--- src/rtl/mascota_pkg.sv ---
// Shared definitions for the virtual-pet state machine: state encodings,
// default thresholds and the packed-level slice helper.
package mascota_pkg;

  typedef enum logic [2:0] {
    FELIZ      = 3'd0,
    NEUTRO     = 3'd1,
    NECESITADO = 3'd2,
    CRITICO    = 3'd3,
    MUERTO     = 3'd4,
    DORMIDO    = 3'd5
  } estado_e;

  localparam int unsigned DEF_MAX_LEVEL = 5;
  localparam int unsigned DEF_LOW_TH    = 2;

  // LSB position of need idx inside the packed niveles bus.
  function automatic int unsigned nivel_lsb(input int unsigned idx, input int unsigned level_w);
    return idx * level_w;
  endfunction

endpackage

--- src/rtl/divisor_tick.sv ---
// Tick prescaler: counts 0..DIV-1 with the divide chosen at run time
// (DIV_A when sel_b=0, DIV_B when sel_b=1) and a synchronous clear.
module divisor_tick
  import mascota_pkg::*;
#(
  parameter int unsigned DIV_A = 50_000_000,
  parameter int unsigned DIV_B = 10
) (
  input  logic clk,
  input  logic reset,
  input  logic sel_b,
  input  logic clr,
  output logic tick
);

  localparam int unsigned DIV_MAX = (DIV_A > DIV_B) ? DIV_A : DIV_B;
  localparam int unsigned CNT_W   = (DIV_MAX > 2) ? $clog2(DIV_MAX) : 1;
  localparam logic [CNT_W-1:0] LAST_A = CNT_W'(DIV_A - 1);
  localparam logic [CNT_W-1:0] LAST_B = CNT_W'(DIV_B - 1);

  logic [CNT_W-1:0] cnt_q, cnt_d;
  logic [CNT_W-1:0] last;

  always_comb begin
    last  = sel_b ? LAST_B : LAST_A;
    tick  = (cnt_q == last);
    cnt_d = cnt_q + CNT_W'(1);
    if (clr || tick) begin
      cnt_d = '0;
    end
  end

  always_ff @(posedge clk or posedge reset) begin
    if (reset) begin
      cnt_q <= '0;
    end else begin
      cnt_q <= cnt_d;
    end
  end

endmodule

--- src/rtl/maq_estados_mascota_param.sv ---
// Virtual-pet need tracker and state machine with long-press test mode.
// Optional auto-sleep (DORMIDO) is built only when MASCOTA_AUTOSLEEP_EN is defined.
//
// state      | meaning
// FELIZ      | every need at MAX_LEVEL-1 or above
// NEUTRO     | no need low, not all high
// NECESITADO | some need at or below LOW_TH
// CRITICO    | some need empty; death timer running
// MUERTO     | sticky until reset; levels frozen
// DORMIDO    | idle sleep, slower decay (auto-sleep builds only)
module maq_estados_mascota_param
  import mascota_pkg::*;
#(
  parameter int unsigned N_NEEDS     = 4,
  parameter int unsigned LEVEL_W     = 3,
  parameter int unsigned MAX_LEVEL   = DEF_MAX_LEVEL,
  parameter int unsigned LOW_TH      = DEF_LOW_TH,
  parameter int unsigned TICK_DIV    = 50_000_000,
  parameter int unsigned TEST_DIV    = 10,
  parameter int unsigned DECAY_TICKS = 5,
  parameter int unsigned CRIT_TICKS  = 10,
  parameter int unsigned HOLD_CYCLES = 250_000_000
) (
  input  logic                         clk,
  input  logic                         reset,
  input  logic [N_NEEDS-1:0]           btn,
  input  logic                         btn_test,
  output logic [N_NEEDS*LEVEL_W-1:0]   niveles,
  output logic [2:0]                   estado,
  output logic                         modo_test,
  output logic                         tick
);

  localparam logic [LEVEL_W-1:0] LVL_MAX  = LEVEL_W'(MAX_LEVEL);
  localparam logic [LEVEL_W-1:0] LVL_LOW  = LEVEL_W'(LOW_TH);
  localparam logic [LEVEL_W-1:0] LVL_HIGH = LEVEL_W'(MAX_LEVEL - 1);

  localparam int unsigned HOLD_W = $clog2(HOLD_CYCLES + 1);
  localparam logic [HOLD_W-1:0] HOLD_MAX  = HOLD_W'(HOLD_CYCLES);
  localparam logic [HOLD_W-1:0] HOLD_LAST = HOLD_W'(HOLD_CYCLES - 1);

  localparam int unsigned DEC_W = $clog2(2 * DECAY_TICKS + 1);
  localparam logic [DEC_W-1:0] DEC_LAST       = DEC_W'(DECAY_TICKS - 1);
  localparam logic [DEC_W-1:0] DEC_LAST_SLEEP = DEC_W'(2 * DECAY_TICKS - 1);

  localparam int unsigned CRIT_W = $clog2(CRIT_TICKS + 1);
  localparam logic [CRIT_W-1:0] CRIT_LAST = CRIT_W'(CRIT_TICKS - 1);

  estado_e              estado_q, estado_d, derivado;
  logic [N_NEEDS-1:0]   btn_prev_q, btn_prev_d;
  logic [N_NEEDS-1:0]   btn_edge, inc;
  logic [HOLD_W-1:0]    hold_q, hold_d;
  logic                 modo_test_q, modo_test_d;
  logic                 test_toggle;
  logic [DEC_W-1:0]     dec_q, dec_d, dec_last;
  logic                 decay;
  logic [CRIT_W-1:0]    crit_q, crit_d;
  logic                 muerto, dormido;
  logic [N_NEEDS-1:0]   lvl_zero, lvl_low, lvl_high;

`ifdef MASCOTA_AUTOSLEEP_EN
  localparam int unsigned IDLE_W = $clog2(4 * DECAY_TICKS + 1);
  localparam logic [IDLE_W-1:0] IDLE_LAST = IDLE_W'(4 * DECAY_TICKS - 1);
  logic [IDLE_W-1:0]    idle_q, idle_d;
`endif

  divisor_tick #(
    .DIV_A (TICK_DIV),
    .DIV_B (TEST_DIV)
  ) u_divisor_tick (
    .clk   (clk),
    .reset (reset),
    .sel_b (modo_test_q),
    .clr   (test_toggle),
    .tick  (tick)
  );

  // Test-mode long press: hold counter saturates so one press toggles once.
  always_comb begin
    btn_prev_d  = btn;
    btn_edge    = btn & ~btn_prev_q;
    hold_d      = hold_q;
    test_toggle = 1'b0;
    if (!btn_test) begin
      hold_d = '0;
    end else if (hold_q != HOLD_MAX) begin
      hold_d = hold_q + HOLD_W'(1);
      if (hold_q == HOLD_LAST) begin
        test_toggle = 1'b1;
      end
    end
    modo_test_d = modo_test_q ^ test_toggle;
  end

  // Decay timer; in DORMIDO every edge wakes the pet instead of feeding it.
  always_comb begin
    muerto   = (estado_q == MUERTO);
    dormido  = (estado_q == DORMIDO);
    dec_last = dormido ? DEC_LAST_SLEEP : DEC_LAST;
    dec_d    = dec_q;
    decay    = 1'b0;
    if (tick && !muerto) begin
      if (dec_q >= dec_last) begin
        dec_d = '0;
        decay = 1'b1;
      end else begin
        dec_d = dec_q + DEC_W'(1);
      end
    end
    inc = (muerto || dormido) ? '0 : btn_edge;
  end

  for (genvar i = 0; i < N_NEEDS; i++) begin : g_need
    logic [LEVEL_W-1:0] lvl_q, lvl_d;

    always_comb begin
      lvl_d = lvl_q;
      if (inc[i] && !decay) begin
        if (lvl_q != LVL_MAX) lvl_d = lvl_q + LEVEL_W'(1);
      end else if (decay && !inc[i]) begin
        if (lvl_q != '0) lvl_d = lvl_q - LEVEL_W'(1);
      end
    end

    always_ff @(posedge clk or posedge reset) begin
      if (reset) begin
        lvl_q <= LVL_MAX;
      end else begin
        lvl_q <= lvl_d;
      end
    end

    assign niveles[nivel_lsb(i, LEVEL_W) +: LEVEL_W] = lvl_q;
    assign lvl_zero[i] = (lvl_q == '0);
    assign lvl_low[i]  = (lvl_q <= LVL_LOW);
    assign lvl_high[i] = (lvl_q >= LVL_HIGH);
  end

  always_comb begin
    if (|lvl_zero)      derivado = CRITICO;
    else if (|lvl_low)  derivado = NECESITADO;
    else if (&lvl_high) derivado = FELIZ;
    else                derivado = NEUTRO;

    estado_d = derivado;
    crit_d   = '0;
`ifdef MASCOTA_AUTOSLEEP_EN
    idle_d   = '0;
`endif
    if (muerto) begin
      estado_d = MUERTO;
    end else begin
      if (estado_q == CRITICO) begin
        crit_d = crit_q;
        if (tick) begin
          crit_d = crit_q + CRIT_W'(1);
          if (crit_q == CRIT_LAST) estado_d = MUERTO;
        end
      end
`ifdef MASCOTA_AUTOSLEEP_EN
      if (dormido) begin
        // Stay asleep unless woken by an edge or starved to zero.
        if (!(|lvl_zero) && !(|btn_edge)) estado_d = DORMIDO;
      end else if ((estado_q == FELIZ || estado_q == NEUTRO) && !(|btn_edge)) begin
        idle_d = idle_q;
        if (tick) begin
          if (idle_q == IDLE_LAST) begin
            idle_d = '0;
            if (derivado == FELIZ || derivado == NEUTRO) estado_d = DORMIDO;
          end else begin
            idle_d = idle_q + IDLE_W'(1);
          end
        end
      end
`endif
    end
  end

  always_ff @(posedge clk or posedge reset) begin
    if (reset) begin
      estado_q    <= FELIZ;
      btn_prev_q  <= '0;
      hold_q      <= '0;
      modo_test_q <= 1'b0;
      dec_q       <= '0;
      crit_q      <= '0;
    end else begin
      estado_q    <= estado_d;
      btn_prev_q  <= btn_prev_d;
      hold_q      <= hold_d;
      modo_test_q <= modo_test_d;
      dec_q       <= dec_d;
      crit_q      <= crit_d;
    end
  end

`ifdef MASCOTA_AUTOSLEEP_EN
  always_ff @(posedge clk or posedge reset) begin
    if (reset) begin
      idle_q <= '0;
    end else begin
      idle_q <= idle_d;
    end
  end
`endif

  assign estado    = estado_q;
  assign modo_test = modo_test_q;

endmodule

--- config.mk ---
export PLATFORM = sky130hd
export DESIGN_NAME = maq_estados_mascota_param
export DESIGN_NICKNAME = d
export VERILOG_FILES = /design/src/rtl/mascota_pkg.sv /design/src/rtl/divisor_tick.sv /design/src/rtl/maq_estados_mascota_param.sv
export SDC_FILE = /design/constraint.sdc
export NUM_CORES = 1
export LEC_CHECK = 0
export BUFFER_PORTS_ARGS = -buffer_cell sky130_fd_sc_hd__buf_2
export CAP_MARGIN = 20
export CORE_UTILIZATION = 40
export CTS_CLUSTER_DIAMETER = 30
export DETAILED_ROUTE_END_ITERATION = 8
export PLACE_DENSITY = 0.6
export SLEW_MARGIN = 15
export SYNTH_ARGS = -nofsm -noshare
export SYNTH_HDL_FRONTEND = slang
export SYNTH_HIERARCHICAL = 1
export SYNTH_SLANG_ARGS = --single-unit
--- constraint.sdc ---
create_clock -name clk -period 4.3 [get_ports clk]
set_input_delay 0 -clock clk [delete_from_list [all_inputs] [get_ports clk]]
set_output_delay 0 -clock clk [all_outputs]
set_load 0.03 [all_outputs]
==> impl_metrics.env <==
export IMPL_status="complete, but fails checks"
export IMPL_failed_checks="design-rule violations"
export IMPL_postSynth_asyncResetShare_pct=100.0
export IMPL_placedCellCount=645
export IMPL_cp_arrival_ns=4.06
export IMPL_placed_cell_area_um2=5049
export IMPL_setup_worst_path_start="estado[1]$_DFF_PP0_"
export IMPL_cts_repair_timing_setup_buffer_count=0
export IMPL_synth_cell_types=62
export IMPL_drt_pre_antenna_iters=6
export IMPL_cell_pwr_density_nw_per_um2=436.2
export IMPL_share_seq_of_total_power_pct=42.3
export IMPL_floorplan_core_area_um2=11560
export IMPL_post_route_period_util_pct=88.14
export IMPL_antenna_found_initial=0
export IMPL_dr_first_iter_drc_count=208
export IMPL_route_detailed_vias_per_inst=5.535
export IMPL_synth_flop_cell="dfrtp_1"
export IMPL_crit_reg2reg_launch="estado[1]$_DFF_PP0_"
export IMPL_cap_viol_max_count=0
export IMPL_post_cts_resized_instances=0
export IMPL_worst_slew_margin_rel_pct=50.97
export IMPL_syn_nets=517
export IMPL_design_die_area_um2=12430
export IMPL_clock_skews_ns=0.007694
export IMPL_leakagePower_nw=2.303
export IMPL_rrSetupSlack_ns=0.51
export IMPL_die_height_um=111.5
export IMPL_initial_core_util_pct=41.46
export IMPL_crit_required_ns=4.57
export IMPL_final_common_cell="dfrtp_1"
export IMPL_endpoint_kind="register"
export IMPL_timing_critical_path_fanout_max=7
export IMPL_holdCritPathClass="in -> reg"
export IMPL_post_route_cells_drive_above_1_share_pct=13.74
export IMPL_sw_frac_of_total_pct=31.97
export IMPL_final_design_area_no_fill_um2=5456
export IMPL_synth_edff_count=0
export IMPL_num_nets_final=543
export IMPL_post_synth_instance_area_um2=4795
export IMPL_post_synth_inst_count=493
export IMPL_synth_area_per_cell_um2=9.725
export IMPL_yosysSeqAreaShare_pct=43.01
export IMPL_final_report_hold_violation_count=0
export IMPL_via_count_of_the_first_global_routing_pass=3684
export IMPL_timing_critical_path_mode_cell="ha_1"
export IMPL_power_share_clock_pct=35.7
export IMPL_worst_path_max_delay_cell="or4_1"
export IMPL_switchingPower_w=0.0007609
export IMPL_timing_final_crit_period_ns=3.790
export IMPL_io_pin_count=24
export IMPL_routedWlPerCell_um=15.15
export IMPL_tritoncts_num_sinks=82
export IMPL_cts_made_buffers=9
export IMPL_port_buffers=23
export IMPL_cts_tree="built"
export IMPL_r2r_end="g_need[3].lvl_q[2]$_DFFE_PP1P_"
export IMPL_final_number_of_setup_violating_endpoints=0
export IMPL_detail_route_drc_violations=2
export IMPL_route_vias_total=3692
export IMPL_vdd_ir_drop_max_uv=222.7
export IMPL_fp_dieW_um=111.5
export IMPL_clk_latency_ns=0.34
export IMPL_worstMarginPinSlew_ns=0.7278
export IMPL_post_dp_hpwl_um=6883
export IMPL_most_common_layout_cells="dfrtp_1 (74), nor3_1 (37), nand2_1 (33)"
export IMPL_finalHoldWorstSlack_ns=0.1340
export IMPL_pwr_share_comb_pct=22.0
export IMPL_ys_seq_elements=82
export IMPL_critPathLaunchType="register"
export IMPL_path_cells="nor2b_1 > nand2_1 > inv_1 > ha_1 > nor3b_1 > o21a_1 > nor2_1 > inv_1 > ha_1 > xnor2_1 > ha_1 > or4_1 > o2111ai_1 > a22oi_1 > xor2_1"
export IMPL_num_rows=39
export IMPL_grt_setup_unrepaired="false"
export IMPL_drt_antenna_violating_nets=0
export IMPL_critPathMaxStageDelay_ns=0.51
export IMPL_gp_congestion=0.8503
export IMPL_grt_max_degree=57
export IMPL_maxSlewViolCount=0
export IMPL_setup_worst_path_end="g_need[3].lvl_q[2]$_DFFE_PP1P_"
export IMPL_postRouteWirelength_um=10100
export IMPL_setup_tns_final_ns=0
export IMPL_ctsLongestPathBuffers=2
export IMPL_finish_cell_count_without_fillers=667
export IMPL_n_antenna_cell=0
export IMPL_achievable_frequency_mhz=263.8
export IMPL_power_report_internal_total_w=0.001619
export IMPL_grt_total_ovfl=0
export IMPL_area_growth_synth_to_final_pct=13.80
export IMPL_clk_root_buffer_cell="clkbuf_16"
export IMPL_grt_pass1_wl_um=17840
export IMPL_cts_htree_levels=3
export IMPL_globalRouteTotalUtil_pct=17.82
export IMPL_reg2regPathDepth=15
export IMPL_synth_warning_count=6
export IMPL_clkTransAtPathRegs_ns=0.06
export IMPL_worstSetupPathType="reg -> reg"
==> worst min-delay path by stage <==
stage	endpoint	slack, ns	start	cells past startpoint
finish	hold_q[17]$_DFFE_PP0P_	0.13	btn_test	2
global route	hold_q[17]$_DFFE_PP0P_	0.16	btn_test	2
CTS	hold_q[17]$_DFFE_PP0P_	0.13	btn_test	2
detailed placement	btn_prev_q[1]$_DFF_PP0_	0.13	btn[1]	1
global placement	btn_prev_q[1]$_DFF_PP0_	0.13	btn[1]	1
floorplan	btn_prev_q[0]$_DFF_PP0_	0.03	btn[0]	0
==> synthesized netlist by cell type, drive strengths merged, types with 5 or more instances <==
library cell / n / area (um^2)
dfrtp: 74 / 1852
o2111ai: 5 / 43.79
inv: 21 / 78.83
nand2b: 5 / 31.28
or3: 14 / 87.58
nand4: 17 / 151.4
nand2: 33 / 123.9
clkbuf: 9 / 33.78
and2: 20 / 125.1
dfstp: 8 / 210.2
a21oi: 8 / 40.04
o31ai: 5 / 37.54
nor3b: 5 / 37.54
nor3: 38 / 190.2
nor4: 11 / 83.83
nor2: 22 / 82.58
ha: 17 / 212.7
xnor2: 24 / 210.2
nand3: 26 / 147.7
xor2: 26 / 227.7
nor2b: 7 / 43.79
o21ai: 16 / 80.08
or4: 11 / 86.33
a21boi: 9 / 67.56
buf: 9 / 52.55
a211oi: 10 / 90.09
==> worst max-delay path: cells and delay by family, from the launching register on <==
family	cells	cell delay (ns)
xor+xnor	2	0.25
simple gates	5	1.54
fa+ha+maj	3	0.69
compound gates	3	0.55
buf+inv	2	0.29
flops	1	0.40
==> power groups by stage <==
stage | clock [W] | sequential (W) | combinational [W]
floorplan | 0 | 0.00111 | 0.000275
CTS | 0.000873 | 0.00100 | 0.000526
global route | 0.000899 | 0.00102 | 0.000576
finish | 0.000849 | 0.00101 | 0.000524
detailed placement | 0 | 0.00102 | 0.000519
global placement | 0 | 0.00101 | 0.000513
==> layer usage <==
layer,track usage [%],up-vias,wire length (um)
met5,0,-,0
met3,3.919,14,266
met4,7.117,0,153
li1,-,1852,-
met2,28.04,38,4656
met1,23.91,1788,5026
==> timing repair <==
action / CTS / global route
endpoints found under the hold margin: 78 / 0
hold buffers: 5 / 0
setup endpoints to repair: 0 / 0
==> registers in the layout, summed over array words and instances (netlist names) <==
register              count
hold_q                   28
u_divisor_tick/cnt_q     26
g_need.lvl_q             12
btn_prev_q                4
crit_q                    4
dec_q                     4
estado                    3
modo_test                 1
==> stage by stage <==
stage | total power, W | utilization (%) | setup slack, ns
after floorplan | 0.001381 | - | 0.06692
after global placement | 0.001527 | 43.65 | 0.7362
after detailed placement | 0.001537 | 43.65 | 0.5650
after CTS | 0.002404 | 46.94 | 0.5424
after global routing | 0.002497 | 47.18 | 0.2016
final | 0.002380 | 47.18 | 0.5099
==> cells by family (layout without fill, tap and decap cells) <==
group | Yosys count | in the layout | synth area share, %
flops | 82 | 82 | 43.01
xor+xnor | 50 | 50 | 9.134
fa+ha+maj | 17 | 17 | 4.436
simple gates | 224 | 224 | 27.35
mux | 5 | 5 | 1.122
compound gates | 76 | 76 | 11.51
buf+inv | 39 | 70 | 3.445
==> area by class of cell <==
type,instances,area [um^2]
sequential,82,2062
timing repair buffer,33,222.7
tap,143,178.9
multi-input combinational,372,2584
inverter,21,78.83
fill,1064,6108
clock inverter,4,73.82
clock buffer,12,256.5
No activity file was read; power rests on OpenSTA's default activity.
